`config.mk`:
```
export PLATFORM = sky130hd
export DESIGN_NAME = irda_dma_ctrl
export DESIGN_NICKNAME = d
export VERILOG_FILES = /design/src/rtl/irda_dma_pkg.sv /design/src/rtl/irda_dma_chan.sv /design/src/rtl/irda_dma_ctrl.sv
export SDC_FILE = /design/constraint.sdc
export NUM_CORES = 1
export LEC_CHECK = 0
export ABC_CLOCK_PERIOD_IN_PS = 2100
export BUFFER_PORTS_ARGS = -buffer_cell sky130_fd_sc_hd__buf_4
export CAP_MARGIN = 25
export CORE_MARGIN = 2
export CORE_UTILIZATION = 42
export DETAILED_ROUTE_END_ITERATION = 12
export PLACE_DENSITY = 0.64
export SLEW_MARGIN = 5
export SYNTH_ARGS = -nofsm -noshare
export SYNTH_HDL_FRONTEND = slang
export SYNTH_SLANG_ARGS = --single-unit
export TNS_END_PERCENT = 100
```
`constraint.sdc`:
```
create_clock -name wb_clk_i -period 2.1 [get_ports wb_clk_i]
set_input_delay 0.525 -clock wb_clk_i [delete_from_list [all_inputs] [get_ports wb_clk_i]]
set_output_delay 0.525 -clock wb_clk_i [all_outputs]
set_load 0.005 [all_outputs]
```
`src/rtl/irda_dma_pkg.sv`:
```
// Shared types and constants for the IrDA DMA controller.
// Latency: n/a (types, constants and a helper only).
// Backpressure: n/a.
package irda_dma_pkg;

  typedef enum logic [2:0] {
    ST_IDLE,
    ST_ARB,
    ST_TX_RD_MEM,
    ST_TX_WR_CORE,
    ST_RX_RD_CORE,
    ST_RX_WR_MEM,
    ST_ACK,
    ST_HOLD
  } dma_state_t;

  localparam logic [3:0]  WB_SEL_ALL = 4'hF;
  localparam logic [31:0] ADDR_INC   = 32'd4;

  // Memory-bus master request bundle.
  typedef struct packed {
    logic        cyc;
    logic        stb;
    logic        we;
    logic [3:0]  sel;
    logic [31:0] adr;
    logic [31:0] dat;
  } mem_req_t;

  // Core-slave-port master request bundle.
  typedef struct packed {
    logic        cyc;
    logic        stb;
    logic        we;
    logic [3:0]  adr;
    logic [31:0] dat;
  } core_req_t;

  // Memory pointers are always word aligned; low address bits are dropped.
  function automatic logic [31:0] word_align(input logic [31:0] a);
    return {a[31:2], 2'b00};
  endfunction

endpackage

```
`src/rtl/irda_dma_chan.sv`:
```
// One DMA channel: word pointer, remaining count, armed flag and done pulse.
// Latency: start/step/abort take effect on the next clock edge; done is one cycle after the last step.
// Backpressure: none; a start while armed is dropped, step/abort are only issued while armed.
// Ports: start/base/len arm the channel, req+busy form eligible, step advances
// ptr/rem after each acknowledged word, abort disarms without a done pulse.
module irda_dma_chan
  import irda_dma_pkg::*;
#(
  parameter int LEN_W = 16
) (
  input  logic             clk,
  input  logic             rst_n,
  input  logic             start,
  input  logic [31:0]      base,
  input  logic [LEN_W-1:0] len,
  input  logic             req,
  input  logic             step,
  input  logic             abort,
  output logic             accept,
  output logic             eligible,
  output logic             busy,
  output logic             done,
  output logic [31:0]      ptr
);

  logic [LEN_W-1:0] rem;

  assign accept   = start & ~busy;
  assign eligible = busy & req;

  always_ff @(posedge clk or negedge rst_n) begin
    if (!rst_n) begin
      ptr  <= '0;
      rem  <= '0;
      busy <= 1'b0;
      done <= 1'b0;
    end else begin
      done <= 1'b0;
      if (accept) begin
        ptr  <= word_align(base);
        rem  <= len;
        // A zero-length job never arms; it just reports completion.
        busy <= (len != '0);
        done <= (len == '0);
      end else if (abort) begin
        busy <= 1'b0;
      end else if (step) begin
        ptr <= ptr + ADDR_INC;
        rem <= rem - LEN_W'(1);
        if (rem == LEN_W'(1)) begin
          busy <= 1'b0;
          done <= 1'b1;
        end
      end
    end
  end

endmodule

```
`src/rtl/irda_dma_ctrl.sv`:
```
// Two-channel, one-engine DMA between system memory and the IrDA core FIFO register.
// Latency: 5 cycles from request sampled in ARB to dma_ack with slaves that ack one cycle after strobe.
// Backpressure: strobes are held until the slave acks (no timeout); a memory error aborts the channel.
// Ports: wb_clk_i/wb_rst_i (async, active-low); per-channel start/base/len config,
// dma_req/dma_ack core handshake, m_* memory master, c_* core master, busy/done/err status.
module irda_dma_ctrl
  import irda_dma_pkg::*;
#(
  parameter int         LEN_W    = 16,
  parameter logic [3:0] FIFO_ADR = 4'h0
) (
  input  logic             wb_clk_i,
  input  logic             wb_rst_i,
  input  logic             tx_start_i,
  input  logic [31:0]      tx_base_i,
  input  logic [LEN_W-1:0] tx_len_i,
  input  logic             rx_start_i,
  input  logic [31:0]      rx_base_i,
  input  logic [LEN_W-1:0] rx_len_i,
  input  logic             dma_req_t_i,
  input  logic             dma_req_r_i,
  output logic             dma_ack_t_o,
  output logic             dma_ack_r_o,
  output logic [31:0]      m_adr_o,
  output logic [31:0]      m_dat_o,
  input  logic [31:0]      m_dat_i,
  output logic             m_we_o,
  output logic [3:0]       m_sel_o,
  output logic             m_stb_o,
  output logic             m_cyc_o,
  input  logic             m_ack_i,
  input  logic             m_err_i,
  output logic [3:0]       c_adr_o,
  output logic [31:0]      c_dat_o,
  input  logic [31:0]      c_dat_i,
  output logic             c_we_o,
  output logic             c_stb_o,
  output logic             c_cyc_o,
  input  logic             c_ack_i,
  output logic             tx_busy_o,
  output logic             rx_busy_o,
  output logic             tx_done_o,
  output logic             rx_done_o,
  output logic             err_o
);

  dma_state_t  state;
  logic        grant_rx;
  mem_req_t    mreq;
  core_req_t   creq;
  logic        ack_t, ack_r, err;

  logic        tx_accept, rx_accept, tx_elig, rx_elig;
  logic        tx_step, rx_step, tx_abort, rx_abort;
  logic [31:0] tx_ptr, rx_ptr;

  // Channels advance while the ack pulse is out, so a start landing on the
  // final ACK cycle still sees the channel busy and is dropped.
  assign tx_step  = (state == ST_ACK) & ~grant_rx;
  assign rx_step  = (state == ST_ACK) &  grant_rx;
  assign tx_abort = (state == ST_TX_RD_MEM) & m_err_i;
  assign rx_abort = (state == ST_RX_WR_MEM) & m_err_i;

  irda_dma_chan #(.LEN_W(LEN_W)) u_tx (
    .clk(wb_clk_i), .rst_n(wb_rst_i),
    .start(tx_start_i), .base(tx_base_i), .len(tx_len_i), .req(dma_req_t_i),
    .step(tx_step), .abort(tx_abort),
    .accept(tx_accept), .eligible(tx_elig), .busy(tx_busy_o), .done(tx_done_o), .ptr(tx_ptr)
  );

  irda_dma_chan #(.LEN_W(LEN_W)) u_rx (
    .clk(wb_clk_i), .rst_n(wb_rst_i),
    .start(rx_start_i), .base(rx_base_i), .len(rx_len_i), .req(dma_req_r_i),
    .step(rx_step), .abort(rx_abort),
    .accept(rx_accept), .eligible(rx_elig), .busy(rx_busy_o), .done(rx_done_o), .ptr(rx_ptr)
  );

  always_ff @(posedge wb_clk_i or negedge wb_rst_i) begin
    if (!wb_rst_i) begin
      state    <= ST_IDLE;
      grant_rx <= 1'b0;
      mreq     <= '0;
      creq     <= '0;
      ack_t    <= 1'b0;
      ack_r    <= 1'b0;
      err      <= 1'b0;
    end else begin
      ack_t <= 1'b0;
      ack_r <= 1'b0;
      // An accepted start clears the sticky error; a same-cycle abort below wins.
      if (tx_accept || rx_accept) err <= 1'b0;
      unique case (state)
        ST_IDLE: state <= ST_ARB;
        ST_ARB: begin
          // RX first: an unserviced RX FIFO overruns, a TX FIFO only idles.
          if (rx_elig) begin
            grant_rx <= 1'b1;
            creq     <= '{cyc: 1'b1, stb: 1'b1, we: 1'b0, adr: FIFO_ADR, dat: 32'h0};
            state    <= ST_RX_RD_CORE;
          end else if (tx_elig) begin
            grant_rx <= 1'b0;
            mreq     <= '{cyc: 1'b1, stb: 1'b1, we: 1'b0, sel: WB_SEL_ALL, adr: tx_ptr, dat: 32'h0};
            state    <= ST_TX_RD_MEM;
          end else begin
            state <= ST_IDLE;
          end
        end
        ST_TX_RD_MEM: begin
          if (m_err_i) begin
            mreq.cyc <= 1'b0; mreq.stb <= 1'b0; mreq.sel <= '0;
            err      <= 1'b1;
            state    <= ST_IDLE;
          end else if (m_ack_i) begin
            mreq.cyc <= 1'b0; mreq.stb <= 1'b0; mreq.sel <= '0;
            creq     <= '{cyc: 1'b1, stb: 1'b1, we: 1'b1, adr: FIFO_ADR, dat: m_dat_i};
            state    <= ST_TX_WR_CORE;
          end
        end
        ST_TX_WR_CORE: begin
          if (c_ack_i) begin
            creq.cyc <= 1'b0; creq.stb <= 1'b0; creq.we <= 1'b0;
            ack_t    <= 1'b1;
            state    <= ST_ACK;
          end
        end
        ST_RX_RD_CORE: begin
          if (c_ack_i) begin
            creq.cyc <= 1'b0; creq.stb <= 1'b0;
            mreq     <= '{cyc: 1'b1, stb: 1'b1, we: 1'b1, sel: WB_SEL_ALL, adr: rx_ptr, dat: c_dat_i};
            state    <= ST_RX_WR_MEM;
          end
        end
        ST_RX_WR_MEM: begin
          if (m_err_i) begin
            mreq.cyc <= 1'b0; mreq.stb <= 1'b0; mreq.we <= 1'b0; mreq.sel <= '0;
            err      <= 1'b1;
            state    <= ST_IDLE;
          end else if (m_ack_i) begin
            mreq.cyc <= 1'b0; mreq.stb <= 1'b0; mreq.we <= 1'b0; mreq.sel <= '0;
            ack_r    <= 1'b1;
            state    <= ST_ACK;
          end
        end
        ST_ACK:  state <= ST_HOLD;
        // One quiet cycle so the core can drop its level request.
        ST_HOLD: state <= ST_IDLE;
        default: state <= ST_IDLE;
      endcase
    end
  end

  assign m_adr_o     = mreq.adr;
  assign m_dat_o     = mreq.dat;
  assign m_we_o      = mreq.we;
  assign m_sel_o     = mreq.sel;
  assign m_stb_o     = mreq.stb;
  assign m_cyc_o     = mreq.cyc;
  assign c_adr_o     = creq.adr;
  assign c_dat_o     = creq.dat;
  assign c_we_o      = creq.we;
  assign c_stb_o     = creq.stb;
  assign c_cyc_o     = creq.cyc;
  assign dma_ack_t_o = ack_t;
  assign dma_ack_r_o = ack_r;
  assign err_o       = err;

endmodule

```
==> results.rst <==
.. list-table::
   :header-rows: 1

   * - Metric
     - Value
   * - Run status
     - finished clean
   * - CTS Root Cell
     - sky130_fd_sc_hd__clkbuf_16
   * - Final Instance Area
     - 0.01320 mm^2
   * - Worst Slack Setup Final
     - 112.0 ps
   * - Setup TNS after final layout
     - 0 ps
   * - Initial drt markers
     - 422
   * - GRT Util Overall
     - 21.16%
   * - Proportion of power drawn by the clock network
     - between 20% and 30%
   * - Data arrival time of the critical path
     - 2350 ps
   * - Ys async rst share
     - 100.0%
   * - Total power of the final layout
     - about 0.018 W
   * - DR vias/cell
     - around 5.3
   * - DRC errors left
     - 0
   * - Number of primary I/O pins
     - 286
   * - Main flop type after synthesis
     - sky130_fd_sc_hd__dfrtp_1
   * - Vias
     - between 8000 and 9000
   * - Routing usage on met3
     - 4.569%
   * - Average wire length per cell after detail routing
     - 16.97 um
   * - Area share of the largest cell type after synthesis
     - 51.49%
   * - Switching part of the total power
     - a little over a third
   * - Total placed cells including tap cells
     - approximately 1500
   * - Max H-tree Level
     - 1
   * - Full die area
     - about 0.024 mm^2
   * - Cell types with the largest area share after synthesis
     - sky130_fd_sc_hd__dfrtp_1 (51%), sky130_fd_sc_hd__xnor2_1 (6.1%), sky130_fd_sc_hd__nand2_1 (5.8%)
   * - Wire length of the first global-routing pass
     - 41720 um
   * - Number of optimization iterations in the first detailed-route pass
     - 5
   * - Seq cells post-synth
     - 201
   * - Gate Count Post-Synth
     - 984
   * - Number of nets in the layout
     - roughly 1400
   * - Clock sinks
     - 201
   * - RSZ-0062 raised after global routing
     - no
   * - Share of synthesized area occupied by flip-flops and latches
     - 51.49%
   * - Routing usage on met2
     - 35.10%
   * - Vertical die dimension
     - 156.5 um
   * - Crit path max fanout
     - 5
   * - Area grow syn2layout
     - 35.10%
   * - Critical path capture point type
     - flop
   * - Final count of negative-setup-slack endpoints
     - 0
   * - Startpoint Class
     - flop
   * - Worst Skew
     - 17.72 ps
   * - Slew Viols, Final
     - 0
   * - Combined area of all synthesized cells
     - roughly 0.01 mm^2
   * - Number of global-route vias before repair
     - 8072
   * - Leakage dissipation
     - ~5.9 nW
   * - Internal power consumption
     - 0.01191 W
   * - Post-layout min period
     - 1988 ps
   * - Post-Place Worst Slack
     - 57.32 ps
   * - GRT met1 Usage
     - around 29%
   * - Kind of path behind the tightest hold check
     - in2async
   * - Hold Violations, Final
     - 0
   * - Remaining Overflow, GRT
     - 0
   * - Synth cell count leaders
     - sky130_fd_sc_hd__dfrtp_1 (201), sky130_fd_sc_hd__nand2_1 (152), sky130_fd_sc_hd__o21ai_0 (69)
   * - Most used routing layer
     - met2
   * - Part of the total power dissipated in combinational logic
     - 37.5%
   * - Routability congestion estimate from global placement
     - 0.8381
   * - Post-synthesis area per instance
     - 9.927 um^2
   * - Initial core utilization
     - 43.01%
   * - Number of antenna violations at the first check in global routing
     - 2
   * - EDFF count, synth
     - 0
   * - Hold-fix buffers, CTS
     - 0
   * - Hpwl dp
     - between 15000 and 20000 um
   * - WS Path Type
     - reg2reg
   * - Worst-Skew Late Latency
     - ~510 ps
   * - Post-DP Area
     - 0.01230 mm^2
   * - Post-detailed-route count of antenna-violating nets
     - 0
   * - Total length of routed wires
     - about 26000 um
   * - Critical Path RT
     - 2460 ps
   * - IR drop worst, VDD
     - 0.6950 mV
   * - Worst-Margin Slew
     - approximately 680 ps
   * - Areal power density over the cells
     - 1394 mW/mm^2
   * - Number of port buffers
     - 275
   * - Slew margin rel.
     - ~55%
   * - Share of post-route cells with drive strength above 1
     - 30.16%
   * - Die W
     - approximately 160 um
   * - Post-synth top area cell
     - sky130_fd_sc_hd__dfrtp_1
   * - Most frequently used cell type in the post-synthesis netlist
     - sky130_fd_sc_hd__dfrtp_1
   * - Unique masters post-synth
     - 61
   * - Clock Tree Buf Depth
     - 3
   * - Num CTS Buffers
     - 23
   * - Switching pwr
     - 0.006487 W
   * - Clock-pin slew reported for the worst setup and hold paths after clock tree synthesis
     - around 60 ps
   * - Ratio of final minimum period to clock period
     - around 95%
   * - Flop pwr share
     - 39.2%
   * - Achievable frequency
     - 0.5030 GHz
   * - Core ar.
     - 0.02271 mm^2
   * - Number of warnings reported in the yosys synthesis log
     - 0
   * - Largest net degree at the start of global routing
     - 88
   * - Number of rows created at floorplan
     - 55
   * - TritonCTS clock tree
     - yes
   * - Number of max-cap violations
     - 0
   * - Filler-free cell count of the finished design
     - 1557
[path summary, 6_finish.rpt]
kind	cells after the start	slack, ps	start	endpoint
min reg2reg	2	480	m_adr_o[18]$_DFFE_PN0P_	m_adr_o[18]$_DFFE_PN0P_
max reg2reg	6	110	grant_rx$_DFFE_PN0P_	u_tx.ptr[31]$_DFFE_PN0P_
max	6	110	grant_rx$_DFFE_PN0P_	u_tx.ptr[31]$_DFFE_PN0P_
min in group wb_clk_i	3	220	tx_base_i[14]	u_tx.ptr[14]$_DFFE_PN0P_
max in group asynchronous	2	1650	wb_rst_i	m_dat_o[3]$_DFFE_PN0P_
min	2	40	wb_rst_i	u_tx.rem[9]$_DFFE_PN0P_
[cell type report]
class / instances / area (um^2)
clock buffers: 29 / 648.1
fillers: 2029 / 9513
multi-input cells: 697 / 4481
well taps: 285 / 356.6
diodes: 2 / 5.005
flip-flops and latches: 201 / 5030
repair buffers: 312 / 2436
clock inverters: 12 / 168.9
inverters: 19 / 71.32
[sequential cells by signal (all words and copies together) (netlist names), 3 cells and up]
signal,flops
c_dat_o,32
m_adr_o,30
m_dat_o,32
state,3
u_rx.ptr,30
u_rx.rem,16
u_tx.ptr,30
u_tx.rem,16
[metal layers]
metal,vias to the layer above,part of all wire (%)
met5,-,0
met4,0,1.7
met3,35,6.9
met2,257,48
met1,3907,44
li1,4009,-
[cells by family (layout without fill, tap and decap cells)]
group                    Yosys count  after routing  share of synthesized area, %
other                              1              8                       0.03839
XOR/XNOR                          87             87                         7.801
AND/OR/NAND/NOR                  350            350                         18.20
adder cells (fa/ha/maj)            6              6                        0.7685
multiplexers                      30             30                         3.074
AO/OA/AOI/OAI                    218            218                         14.47
flip-flops                       201            201                         51.49
buffers and inverters             91            372                         4.150
[per-stage QoR]
| step | util (%) | hold slack [ps] |
|---|---|---|
| 4_1_cts | 57.75 | 50.62 |
| 3_3_place_gp | 54.15 | 466.5 |
| 5_1_grt | 58.11 | 63.16 |
| 6_report | 58.11 | 39.21 |
| 2_1_floorplan | - | 229.4 |
| 3_5_place_dp | 54.15 | 472.5 |
[power groups by stage]
stage / Sequential (W) / Clock (W) / Combinational (W)
global placement: 0.00717 / 0 / 0.00682
detailed placement: 0.00719 / 0 / 0.00695
CTS: 0.00719 / 0.00438 / 0.00697
floorplan: 0.00694 / 0 / 0.00405
finish: 0.00720 / 0.00429 / 0.00690
global route: 0.00745 / 0.00457 / 0.00770
[repair_timing]
action | CTS | global route
resized for setup | 0 | 12
endpoints found under the setup margin | 0 | 8
buffers inserted | 0 | 0
[layout by cell type, fill, tap and decap left out, types with 7 or more instances in the layout]
cell type and instances:
sky130_fd_sc_hd__xnor2_1 68, sky130_fd_sc_hd__nor4_1 24, sky130_fd_sc_hd__o21ai_1 47, sky130_fd_sc_hd__nand2b_1 11, sky130_fd_sc_hd__a21oi_1 9, sky130_fd_sc_hd__a22o_1 64
sky130_fd_sc_hd__buf_4 304, sky130_fd_sc_hd__o21ai_0 69, sky130_fd_sc_hd__nand4_1 17, sky130_fd_sc_hd__nor4_2 10, sky130_fd_sc_hd__nand3_1 22, sky130_fd_sc_hd__nor3_1 23
sky130_fd_sc_hd__clkbuf_16 23, sky130_fd_sc_hd__xor2_1 19, sky130_fd_sc_hd__buf_12 7, sky130_fd_sc_hd__dfrtp_1 201, sky130_fd_sc_hd__nand2_1 152, sky130_fd_sc_hd__inv_1 19
sky130_fd_sc_hd__mux2i_1 30, sky130_fd_sc_hd__nor2_1 44
[critical path, cell delays in order (launching register included)]
cell                       delay [ps]
sky130_fd_sc_hd__dfrtp_1          430
sky130_fd_sc_hd__and4bb_1         400
sky130_fd_sc_hd__nand4_1          270
sky130_fd_sc_hd__nor4_2           360
sky130_fd_sc_hd__buf_4            180
sky130_fd_sc_hd__xnor2_1          120
sky130_fd_sc_hd__a21oi_1           90
Power figures use the tool's default switching activity.
